==> config.mk <==
export PLATFORM = sky130hd
export DESIGN_NAME = cp0
export DESIGN_NICKNAME = d
export VERILOG_FILES = /design/src/rtl/cp0_pkg.sv /design/src/rtl/cp0.sv
export SDC_FILE = /design/constraint.sdc
export NUM_CORES = 1
export LEC_CHECK = 0
export ABC_AREA = 1
export BUFFER_PORTS_ARGS = -buffer_cell sky130_fd_sc_hd__buf_2
export CORE_AREA = 3 3 95 97
export DETAILED_ROUTE_END_ITERATION = 7
export DIE_AREA = 0 0 98 100
export GPL_TIMING_DRIVEN = 0
export PLACE_DENSITY = 0.84
export SYNTH_ARGS = -nofsm -noshare
export SYNTH_HDL_FRONTEND = slang
export SYNTH_SLANG_ARGS = --single-unit
==> constraint.sdc <==
create_clock -name Clk -period 1.3 [get_ports Clk]
set_input_delay 0.13 -clock Clk [delete_from_list [all_inputs] [get_ports Clk]]
set_output_delay 0.13 -clock Clk [all_outputs]
set_load 0.1 [all_outputs]
==> src/rtl/cp0_pkg.sv <==
// Shared CP0 definitions: register numbers, field bit positions and exception codes.
// Pure constants and one alignment helper; no state, no latency.
package cp0_pkg;

  localparam logic [4:0] REG_SR    = 5'd12;
  localparam logic [4:0] REG_CAUSE = 5'd13;
  localparam logic [4:0] REG_EPC   = 5'd14;
  localparam logic [4:0] REG_PRID  = 5'd15;

  localparam int SR_IE_BIT     = 0;
  localparam int SR_EXL_BIT    = 1;
  localparam int SR_IM_LSB     = 10;
  localparam int SR_IM_MSB     = 15;
  localparam int CAUSE_EXC_LSB = 2;
  localparam int CAUSE_EXC_MSB = 6;
  localparam int CAUSE_IP_LSB  = 10;
  localparam int CAUSE_IP_MSB  = 15;
  localparam int CAUSE_BD_BIT  = 31;

  localparam logic [4:0] EXC_INT  = 5'd0;
  localparam logic [4:0] EXC_ADEL = 5'd4;
  localparam logic [4:0] EXC_ADES = 5'd5;
  localparam logic [4:0] EXC_RI   = 5'd10;
  localparam logic [4:0] EXC_OV   = 5'd12;

  function automatic logic [31:0] word_align(input logic [31:0] a);
    return a & ~32'h3;
  endfunction

endpackage

==> src/rtl/cp0.sv <==
// CP0 exception/interrupt control (SR, Cause, EPC, PRId); IntReq and RData are combinational,
// register updates land one edge later; no backpressure, the pipeline must act on IntReq immediately.
module cp0
  import cp0_pkg::*;
#(
  parameter logic [31:0] PRID_VALUE = 32'h4D495053
) (
  input  logic        Clk,
  input  logic        Reset,
  input  logic [4:0]  Addr,
  input  logic        We,
  input  logic [31:0] WData,
  output logic [31:0] RData,
  input  logic [31:0] PC,
  input  logic        BD,
  input  logic [4:0]  ExcCode,
  input  logic [5:0]  HWInt,
  input  logic        EXLClr,
  output logic        IntReq,
  output logic [31:0] EPCOut
);

  logic [5:0]  im_q, im_d;
  logic        exl_q, exl_d;
  logic        ie_q, ie_d;
  logic        bd_q, bd_d;
  logic [5:0]  ip_q, ip_d;
  logic [4:0]  exc_code_q, exc_code_d;
  logic [31:0] epc_q, epc_d;

  logic        int_pend, exc_pend, int_req;
  logic        sr_wr, epc_wr;
  logic [31:0] pc_aligned;
  logic [31:0] sr_word, cause_word;

  always_comb begin
    int_pend = (|(HWInt & im_q)) & ie_q & ~exl_q;
    exc_pend = (ExcCode != EXC_INT) & ~exl_q;
    int_req  = int_pend | exc_pend;
    sr_wr    = We & (Addr == REG_SR);
    epc_wr   = We & (Addr == REG_EPC);
  end

  assign IntReq = int_req;
  assign EPCOut = epc_q;

  // Taking an exception/interrupt masks any mtc0 or eret in the same cycle.
  always_comb begin
    im_d  = im_q;
    exl_d = exl_q;
    ie_d  = ie_q;
    if (int_req) begin
      exl_d = 1'b1;
    end else begin
      if (sr_wr) begin
        im_d  = WData[SR_IM_MSB:SR_IM_LSB];
        exl_d = WData[SR_EXL_BIT];
        ie_d  = WData[SR_IE_BIT];
      end
      if (EXLClr) exl_d = 1'b0;
    end
  end

  always_ff @(posedge Clk) begin
    if (Reset) begin
      im_q  <= '0;
      exl_q <= 1'b0;
      ie_q  <= 1'b0;
    end else begin
      im_q  <= im_d;
      exl_q <= exl_d;
      ie_q  <= ie_d;
    end
  end

  always_comb begin
    ip_d       = HWInt;
    bd_d       = bd_q;
    exc_code_d = exc_code_q;
    if (int_req) begin
      bd_d       = BD;
      exc_code_d = int_pend ? EXC_INT : ExcCode;
    end
  end

  always_ff @(posedge Clk) begin
    if (Reset) begin
      ip_q       <= '0;
      bd_q       <= 1'b0;
      exc_code_q <= '0;
    end else begin
      ip_q       <= ip_d;
      bd_q       <= bd_d;
      exc_code_q <= exc_code_d;
    end
  end

  // A delay-slot victim restarts at the branch, one word earlier.
  always_comb begin
    pc_aligned = word_align(PC);
    epc_d      = epc_q;
    if (int_req) epc_d = BD ? (pc_aligned - 32'd4) : pc_aligned;
    else if (epc_wr) epc_d = word_align(WData);
  end

  always_ff @(posedge Clk) begin
    if (Reset) epc_q <= '0;
    else       epc_q <= epc_d;
  end

  always_comb begin
    sr_word                            = '0;
    sr_word[SR_IM_MSB:SR_IM_LSB]       = im_q;
    sr_word[SR_EXL_BIT]                = exl_q;
    sr_word[SR_IE_BIT]                 = ie_q;
    cause_word                         = '0;
    cause_word[CAUSE_BD_BIT]           = bd_q;
    cause_word[CAUSE_IP_MSB:CAUSE_IP_LSB]   = ip_q;
    cause_word[CAUSE_EXC_MSB:CAUSE_EXC_LSB] = exc_code_q;
    case (Addr)
      REG_SR:    RData = sr_word;
      REG_CAUSE: RData = cause_word;
      REG_EPC:   RData = epc_q;
      REG_PRID:  RData = PRID_VALUE;
      default:   RData = '0;
    endcase
  end

endmodule

== After elaboration in Yosys (flattened, before gate mapping) ==
Cells that the tools add are included.

* Flip-flop bits (word level): 52
* Input port bits: 85
* Output and inout bits: 65
* Logic and storage cells: 34

* Add/subtract/negate cells: 1
* Eq/ne operators: 4
* Mux-type cells: 8
* Bitwise logic cells: 9
* Reduce and logical (&&, ||, !) cells: 5

{| class="wikitable"
|+ Operator list
! operator !! number
|-
| case mux 32 bit (4 select lines) || 1
|-
| 2-to-1 mux 32 bit || 3
|-
| subtractor 32 x 3 -> 32 bit, second input constant || 1
|-
| equality test 5 x 4 -> 1 bit, second input constant || 4
|-
| bitwise AND 6 bit || 1
|-
| OR reduction 6 bit || 1
|-
| bitwise AND 1 bit || 5
|-
| 2-to-1 mux 5 bit || 1
|-
| nonzero test 5 bit || 1
|-
| 2-to-1 mux 1 bit || 3
|-
| nonzero test 3 bit || 1
|-
| NOT 1 bit || 2
|-
| AND reduction 2 bit || 1
|-
| nonzero test 2 bit || 1
|-
| bitwise OR 1 bit || 1
|}

== Logic depth before layout (Yosys ltp) ==
Gate-level depths: netlist of the first run.

* Depth in word-level cells: 7
* Depth in mapped cells: 12

== Worst setup path after synthesis of the first run ==
Ideal clock, no wire load.

* Kind: flip-flop to output port
* Start point: reg epc_q[2], in the netlist EPCOut[2]
* End point: out RData[2]
* Arrival: 3,211 ps
* Required time: 1,170 ps
* Slack: -2,041 ps
* Cell stages (with the launch flop): 3
* Path buffers: 0
* Cells stage by stage: dfxtp_1 inv_1 o21ai_0

* Word-level cells in the longest chain between the ends: 1

{| class="wikitable"
|+ RTL lines
! what !! RTL line !! RTL
|-
| from (decl) || cp0.sv:29 || <nowiki>logic [31:0] epc_q, epc_d;</nowiki>
|-
| from (signal assigned) || cp0.sv:108 || <nowiki>else epc_q <= epc_d;</nowiki>
|-
| case mux 32 bit (4 select lines) || cp0.sv:120 || <nowiki>case (Addr)</nowiki>
|-
| to (decl) || cp0.sv:13 || <nowiki>output logic [31:0] RData,</nowiki>
|}

Every way passes these cells.

== Final worst setup path of the first run ==
* Start point: reg im_q[3]
* End point: out IntReq

* Word-level cells in the longest chain between the ends: 5

{| class="wikitable"
|+ RTL lines
! what !! RTL line !! RTL
|-
| from (decl) || cp0.sv:23 || <nowiki>logic [5:0] im_q, im_d;</nowiki>
|-
| from (signal assigned) || cp0.sv:70 || <nowiki>im_q <= im_d;</nowiki>
|-
| bitwise AND 6 bit || cp0.sv:37 || <nowiki>int_pend = (|(HWInt & im_q)) & ie_q & ~exl_q;</nowiki>
|-
| OR reduction 6 bit || cp0.sv:37 ||
|-
| bitwise AND 1 bit (2 in a row) || cp0.sv:37 ||
|-
| bitwise OR 1 bit || cp0.sv:39 || <nowiki>int_req = int_pend | exc_pend;</nowiki>
|-
| to (decl) || cp0.sv:19 || <nowiki>output logic IntReq,</nowiki>
|}

Every way passes these cells.

==> impl_metrics.json, run 1 <==
{
  "antenna_found_initial": 0,
  "vias": 5212,
  "final_layout_size_suffix_gt1_share_pct": 48.5,
  "crit_fanout": 3,
  "violations": "setup timing",
  "dp_hpwl_mm": 10.6,
  "critPathCaptureType": "primary output",
  "p_leak_nw": 3.02,
  "pin_count": 150,
  "period_minus_slack_ps": 1750,
  "synth.yosys.seq_area_share_pct": 28.0,
  "viasPerCell": 5.84,
  "dp_cells": 853,
  "clk_path_buf_depth": 2,
  "wl_per_cell_um": 20.3,
  "peakVddDrop_v": 0.000558,
  "slew_violations": 0,
  "worst_skew_pair.late_latency_ps": 330,
  "cts_hold_buffers": 0,
  "setup_ws_ps": -452,
  "cpMaxStageDelayCell": "dfxtp_2",
  "die-area_um2": 9800,
  "drt_wl_total_mm": 18.1,
  "crit_arrival_ps": 1620,
  "htreeDepth": 2,
  "cp_slowest_stage_delay_ps": 360,
  "slew_headroom_pct": 44.6,
  "grt_pass1_vias": 4845,
  "avgSynthCellArea_um2": 5.92,
  "crit_family": "simple AND/OR/NAND/NOR gates",
  "num_antenna_cells": 0,
  "hold_path_class": "in2reg",
  "gr-total-overflow": 0,
  "final_cells": 893,
  "total_power_mw": 5.21,
  "die_width_um": 98,
  "crit_buf_inv": 3,
  "ys.warnings.count": 0,
  "core_um2": 8220,
  "die_height_um": 100,
  "crit_end": "IntReq",
  "drc": 0,
  "criticalPathCategory": "reg2out",
  "cts_inserted_buffers": 5,
  "synth_cell_types": 38,
  "synth_area_um2": 3570,
  "grt_pass1_wl_mm": 25.0,
  "reg2reg_from": "im_q[3]$_SDFFE_PP0P_",
  "drt_iter0_drc": 568,
  "drt-pass1-iter-count": 6,
  "required_ps": 1170,
  "nNetsFinal": 873,
  "cap_violations": 0,
  "start_util_pct": 43.5,
  "ff2ff_path_depth": 12,
  "cts.sinks": 50,
  "drtAntennaViolNets": 0,
  "finalSetupViolations": 72,
  "p_per_area_nw_per_um2": 827,
  "hold_depth": 3,
  "io_buffer_count": 144,
  "place.gp.congestion": 0.925,
  "final_cell_mix": "nand2_1 (141), buf_2 (101), nor2_1 (77)",
  "critPathLaunch": "im_q[3]$_SDFFE_PP0P_",
  "critical_path_depth": 9,
  "ys_ff_latch": 50,
  "reg2reg_slack_ps": -440,
  "final_hold_viol_count": 0,
  "fmaxAchievable_mhz": 571,
  "final_common_cell": "nand2_1",
  "period_share_pct": 135,
  "cp-start-kind": "flip-flop",
  "cts-root-buf": "clkbuf_8",
  "reg2reg_to": "exc_code_q[4]$_SDFFE_PP0N_",
  "worst_slew_pin_slew_ps": 831,
  "grt_max_degree": 18,
  "syn_inst": 603,
  "finClkSkew_ps": 12.0,
  "row_count": 33,
  "grt.total_usage_pct": 32.2,
  "cts_tree": "done",
  "rsz0062_at_grt": "true",
  "status": "complete, but fails checks",
  "path_clk_slew_ps": 110,
  "areaGrowthSynthToFinish_pct": 76.4,
  "crit_chain": "nand2_1, nand2_2, nor2_4, nand2_2, nand3_4, nand2_4, buf_8, buf_12, buf_12"
}
==> routing by layer <==
| layer | GRT usage, % | share of wire, % |
|---|---|---|
| met4 | 15.3 | 8.2 |
| met2 | 55.0 | 46 |
| met3 | 6.25 | 11 |
| met5 | 0 | 0 |
| met1 | 39.0 | 35 |
==> synthesized netlist by cell type <==
| cell type | number | area share (%) |
|---|---|---|
| inv_1 | 74 | 7.8 |
| nor2_4 | 2 | 0.63 |
| nor2_1 | 99 | 10 |
| o21ai_2 | 12 | 2.9 |
| clkinv_1 | 1 | 0.11 |
| clkbuf_1 | 7 | 0.74 |
| inv_2 | 1 | 0.11 |
| a21oi_1 | 29 | 4.1 |
| nand3_1 | 53 | 7.4 |
| inv_6 | 1 | 0.25 |
| nand2_2 | 3 | 0.53 |
| dfxtp_1 | 50 | 28 |
| o31ai_1 | 1 | 0.21 |
| xor2_1 | 4 | 0.98 |
| nand2_8 | 1 | 0.56 |
| o21bai_1 | 2 | 0.42 |
| or2_2 | 1 | 0.18 |
| nand3b_1 | 1 | 0.21 |
| nand2_1 | 183 | 19 |
| buf_2 | 6 | 0.84 |
| xnor2_1 | 3 | 0.74 |
| nor2_8 | 1 | 0.56 |
| buf_12 | 1 | 0.56 |
| a31oi_1 | 6 | 1.1 |
| a21o_1 | 2 | 0.42 |
| nor3_1 | 2 | 0.28 |
| conb_1 | 1 | 0.11 |
| nand4_1 | 7 | 1.2 |
| o21ai_1 | 4 | 0.56 |
| nand2_4 | 1 | 0.32 |
| nor2_2 | 1 | 0.18 |
| a22o_1 | 3 | 0.74 |
| ha_1 | 1 | 0.35 |
| o211ai_1 | 2 | 0.42 |
| buf_4 | 6 | 1.3 |
| buf_6 | 3 | 0.95 |
| a21oi_2 | 7 | 1.7 |
| o21ai_0 | 21 | 2.9 |
==> power by group <==
| part | switching (mW) | internal, mW | total (mW) |
|---|---|---|---|
| Sequential | 0.126 | 1.66 | 1.78 |
| Combinational | 1.55 | 0.657 | 2.21 |
| Clock | 0.632 | 0.588 | 1.22 |
==> through the flow <==
step	worst slack (ps)	hold WS (ps)	setup TNS [ps]	utilization [%]	area [um^2]
global placement	-681	347	-32700	59.5	4890
CTS	-352	20.2	-12160	71.9	5910
floorplan	-348	237	-6300	-	4040
detailed placement	-679	357	-34180	59.5	4890
finish	-452	14.7	-18830	76.7	6300
global route	-478	23.5	-20410	76.7	6300
==> final cells by class <==
type	instances	area, um^2
buffer	23	284
clock inverter	3	48.8
timing repair buffer	175	1590
tap	105	131
multi-input combinational	454	2790
fill	536	1920
timing repair inverter	1	8.76
clock buffer	5	68.8
sequential	50	1060
inverter	77	323
==> logic make-up (layout without fill, tap and decap cells) <==
logic type                 after synthesis  in the layout  synth area share (%)
buffers and inverters                  100            284                  12.6
adders and majority gates                1              1                 0.350
AOI/OAI and AO/OA                       89             89                  15.5
and+or+nand+nor                        355            355                  41.7
other                                    1              2                 0.105
DFF                                     50             50                  28.0
xor gates and xnor gates                 7              7                  1.72
==> registers in the layout, indices dropped and copies added, names as in the netlist <==
signal	flops
exl_q	1
bd_q	1
ie_q	1
exc_code_q	5
EPCOut	30
ip_q	6
im_q	6
==> timing repair <==
| item | CTS | global route |
|---|---|---|
| pin swaps | 11 | 16 |
| buffers inserted | 20 | 8 |
| cloned | 6 | 1 |
| gates resized for setup | 182 | 102 |
| endpoints found under the setup margin | 77 | 80 |
==> worst min path at each step <==
stage | startpoint | end | slack (ps)
after floorplan | HWInt[0] | ip_q[0]$_SDFF_PP0_ | 240
after global placement | HWInt[0] | ip_q[0]$_SDFF_PP0_ | 350
after detailed placement | HWInt[1] | ip_q[1]$_SDFF_PP0_ | 360
after CTS | HWInt[4] | ip_q[4]$_SDFF_PP0_ | 20
after global routing | HWInt[2] | ip_q[2]$_SDFF_PP0_ | 20
final | HWInt[4] | ip_q[4]$_SDFF_PP0_ | 10
==> worst min-delay path, stage by stage <==
cell and delay [ps]:
buf_2 110, inv_1 50, nor2_1 30
Note: power is estimated with default switching activity, not from simulation.
==> run 2, diff against run 1 <==
==> config.mk (replaced) <==
export PLATFORM = sky130hd
export DESIGN_NAME = cp0
export DESIGN_NICKNAME = d
export VERILOG_FILES = /design/src/rtl/cp0_pkg.sv /design/src/rtl/cp0.sv
export SDC_FILE = /design/constraint.sdc
export NUM_CORES = 1
export LEC_CHECK = 0
export BUFFER_PORTS_ARGS = -buffer_cell sky130_fd_sc_hd__buf_2
export CORE_AREA = 3 3 93 95
export DETAILED_ROUTE_END_ITERATION = 7
export DIE_AREA = 0 0 96 98
export GPL_TIMING_DRIVEN = 0
export PLACE_DENSITY = 0.86
export SYNTH_ARGS = -nofsm -noshare
export SYNTH_HDL_FRONTEND = slang
export SYNTH_SLANG_ARGS = --single-unit
==> impl_metrics.json, run 2 <==
{
  "num_antenna_cells": 0,
  "status": "complete, but fails checks",
  "place.gp.congestion": 0.913,
  "yosysTopAreaCell": "dfxtp_1",
  "finalSetupViolations": 68,
  "synthArstFlopShare_pct": 0,
  "violations": "setup timing",
  "slew_headroom_pct": 27.7,
  "crit_chain": "a22o_1, o311a_4, or2_4, clkbuf_16, buf_16",
  "worst_skew_pair.late_latency_ps": 320,
  "syn_inst": 444,
  "peakVddDrop_v": 0.000532,
  "start_util_pct": 44.5,
  "viasPerCell": 6.91,
  "required_ps": 1170,
  "gr-total-overflow": 0,
  "critPathLaunch": "im_q[3]$_SDFFE_PP0P_",
  "cap_violations": 0,
  "synth.yosys.seq_area_share_pct": 28.8,
  "crit_family": "compound AO/OA/AOI/OAI gates",
  "crit_arrival_ps": 1890,
  "htreeDepth": 2,
  "cts.sinks": 50,
  "drt_wl_total_mm": 19.5,
  "worst_slew_pin_slew_ps": 1080,
  "rsz0062_at_grt": "true",
  "min_from": "WData[0]",
  "p_per_area_nw_per_um2": 779,
  "nNetsFinal": 712,
  "p_leak_nw": 2.58,
  "slew_violations": 0,
  "path_clk_slew_ps": 90,
  "die_width_um": 96,
  "wl_per_cell_um": 26.7,
  "ys_top_cells_by_count": "dfxtp_1 (50), clkbuf_1 (43), and3_1 (41), nor2_1 (35), a21boi_0 (30)",
  "cpMaxStageDelayCell": "dfxtp_2",
  "grt.total_usage_pct": 37.5,
  "synthFlopType": "dfxtp_1",
  "yosysMostFrequentCell": "dfxtp_1",
  "reg2reg_from": "im_q[3]$_SDFFE_PP0P_",
  "cts_inserted_buffers": 5,
  "period_share_pct": 156,
  "hold_path_class": "in2reg",
  "grt_pass1_wl_mm": 27.1,
  "synth_area_leaders": "dfxtp_1 (29%), and3_1 (7.4%), a21boi_0 (6.5%)",
  "fmaxAchievable_mhz": 494,
  "cts_tree": "done",
  "hold_ws_ps": 63.1,
  "crit_fanout": 3,
  "ys_ff_latch": 50,
  "ys.warnings.count": 0,
  "drtAntennaViolNets": 0,
  "pin_count": 150,
  "final_common_cell": "buf_2",
  "row_count": 32,
  "final_cell_mix": "buf_2 (100), buf_12 (32), and3_1 (30), a21boi_0 (30), buf_4 (25)",
  "cp_slowest_stage_delay_ps": 350,
  "post-route-util_pct": 84.8,
  "synth_cell_types": 48,
  "io_buffer_count": 143,
  "grt_max_degree": 15,
  "avgSynthCellArea_um2": 7.83,
  "synth_area_um2": 3480,
  "finClkSkew_ps": 11.2,
  "drt_iter0_drc": 641,
  "die-area_um2": 9410,
  "critPathCaptureType": "primary output",
  "vias": 5035,
  "drc": 0,
  "period_minus_slack_ps": 2020,
  "crit_buf_inv": 2,
  "dp_hpwl_mm": 10.8,
  "cp-start-kind": "flip-flop",
  "total_power_mw": 5.16,
  "cts_hold_buffers": 0,
  "criticalPathCategory": "reg2out",
  "final_hold_viol_count": 0,
  "grt_pass1_vias": 4849,
  "drt-pass1-iter-count": 6,
  "cts-root-buf": "clkbuf_8",
  "final_layout_size_suffix_gt1_share_pct": 59.0,
  "antenna_found_initial": 0,
  "core_um2": 7810,
  "areaGrowthSynthToFinish_pct": 90.4,
  "largest_reg_flops": 30,
  "die_height_um": 98,
  "pre_cts_ws_ps": -825,
  "synth_top_area_share_pct": 28.8,
  "synth_edf_count": 0,
  "clk_path_buf_depth": 2,
  "setup_ws_ps": -725
}
[run 2: kinds of logic after synthesis]
| family | synth area share (%) |
|---|---|
| other cells | 0.108 |
| buf+inv | 5.86 |
| simple gates | 32.4 |
| compound gates | 25.4 |
| mux | 3.81 |
| fa+ha+maj | 0.360 |
| flops | 28.8 |
| xor+xnor | 3.27 |
[run 2: final timing paths]
check / end / slack (ps) / cells past startpoint
max: IntReq / -720 / 5
min: ie_q$_SDFFE_PP0P_ / 60 / 3
max reg2reg: EPCOut[11]$_SDFFE_PP0P_ / -680 / 7
min reg2reg: ie_q$_SDFFE_PP0P_ / 500 / 2
[run 2: area by class of cell]
type	count	area [um^2]
fillers	364	1190
well taps	102	128
plain buffers	43	423
flip-flops and latches	50	1090
repair buffers	178	1630
inverters	4	15.0
clock buffers	8	80.1
multi-input cells	344	3250
[run 2: metrics by stage]
stage / instances / TNS (ps) / instance area [um^2]
floorplan: 445 / -17900 / 4340
global placement: 690 / -36040 / 5180
detailed placement: 690 / -38600 / 5180
CTS: 728 / -25950 / 6400
global route: 729 / -34020 / 6620
finish: 729 / -28900 / 6620
[run 2: layer usage]
metal  track usage, %  vias to the layer above  share of wire [%]  routed length (um)
li1                 -                     2060                  -                   -
met1             45.0                     2358                 35                6860
met2             60.2                      451                 45                8860
met3             7.94                      166                 11                2080
met4             22.8                        0                8.7                1700
met5                0                        -                  0                   0
[run 2: what timing repair did]
action                     in CTS  in global routing
gates resized for setup       185                 59
gates cloned                    6                  1
pin swaps                      32                 25
buffers inserted               25                  4
setup endpoints to repair      77                 79
[run 2: report_power, final]
| group | internal [mW] | switching [mW] | leakage, nW |
|---|---|---|---|
| Combinational | 0.765 | 1.65 | 2.11 |
| Clock | 0.385 | 0.571 | 0.0395 |
| Sequential | 1.66 | 0.123 | 0.432 |
| Total | 2.81 | 2.35 | 2.58 |
[run 2: tightest hold or removal path: cells and delay by family]
kind / cells / cell delay (ps)
simple gates: 1 / 50
buf+inv: 1 / 100
mux: 1 / 60
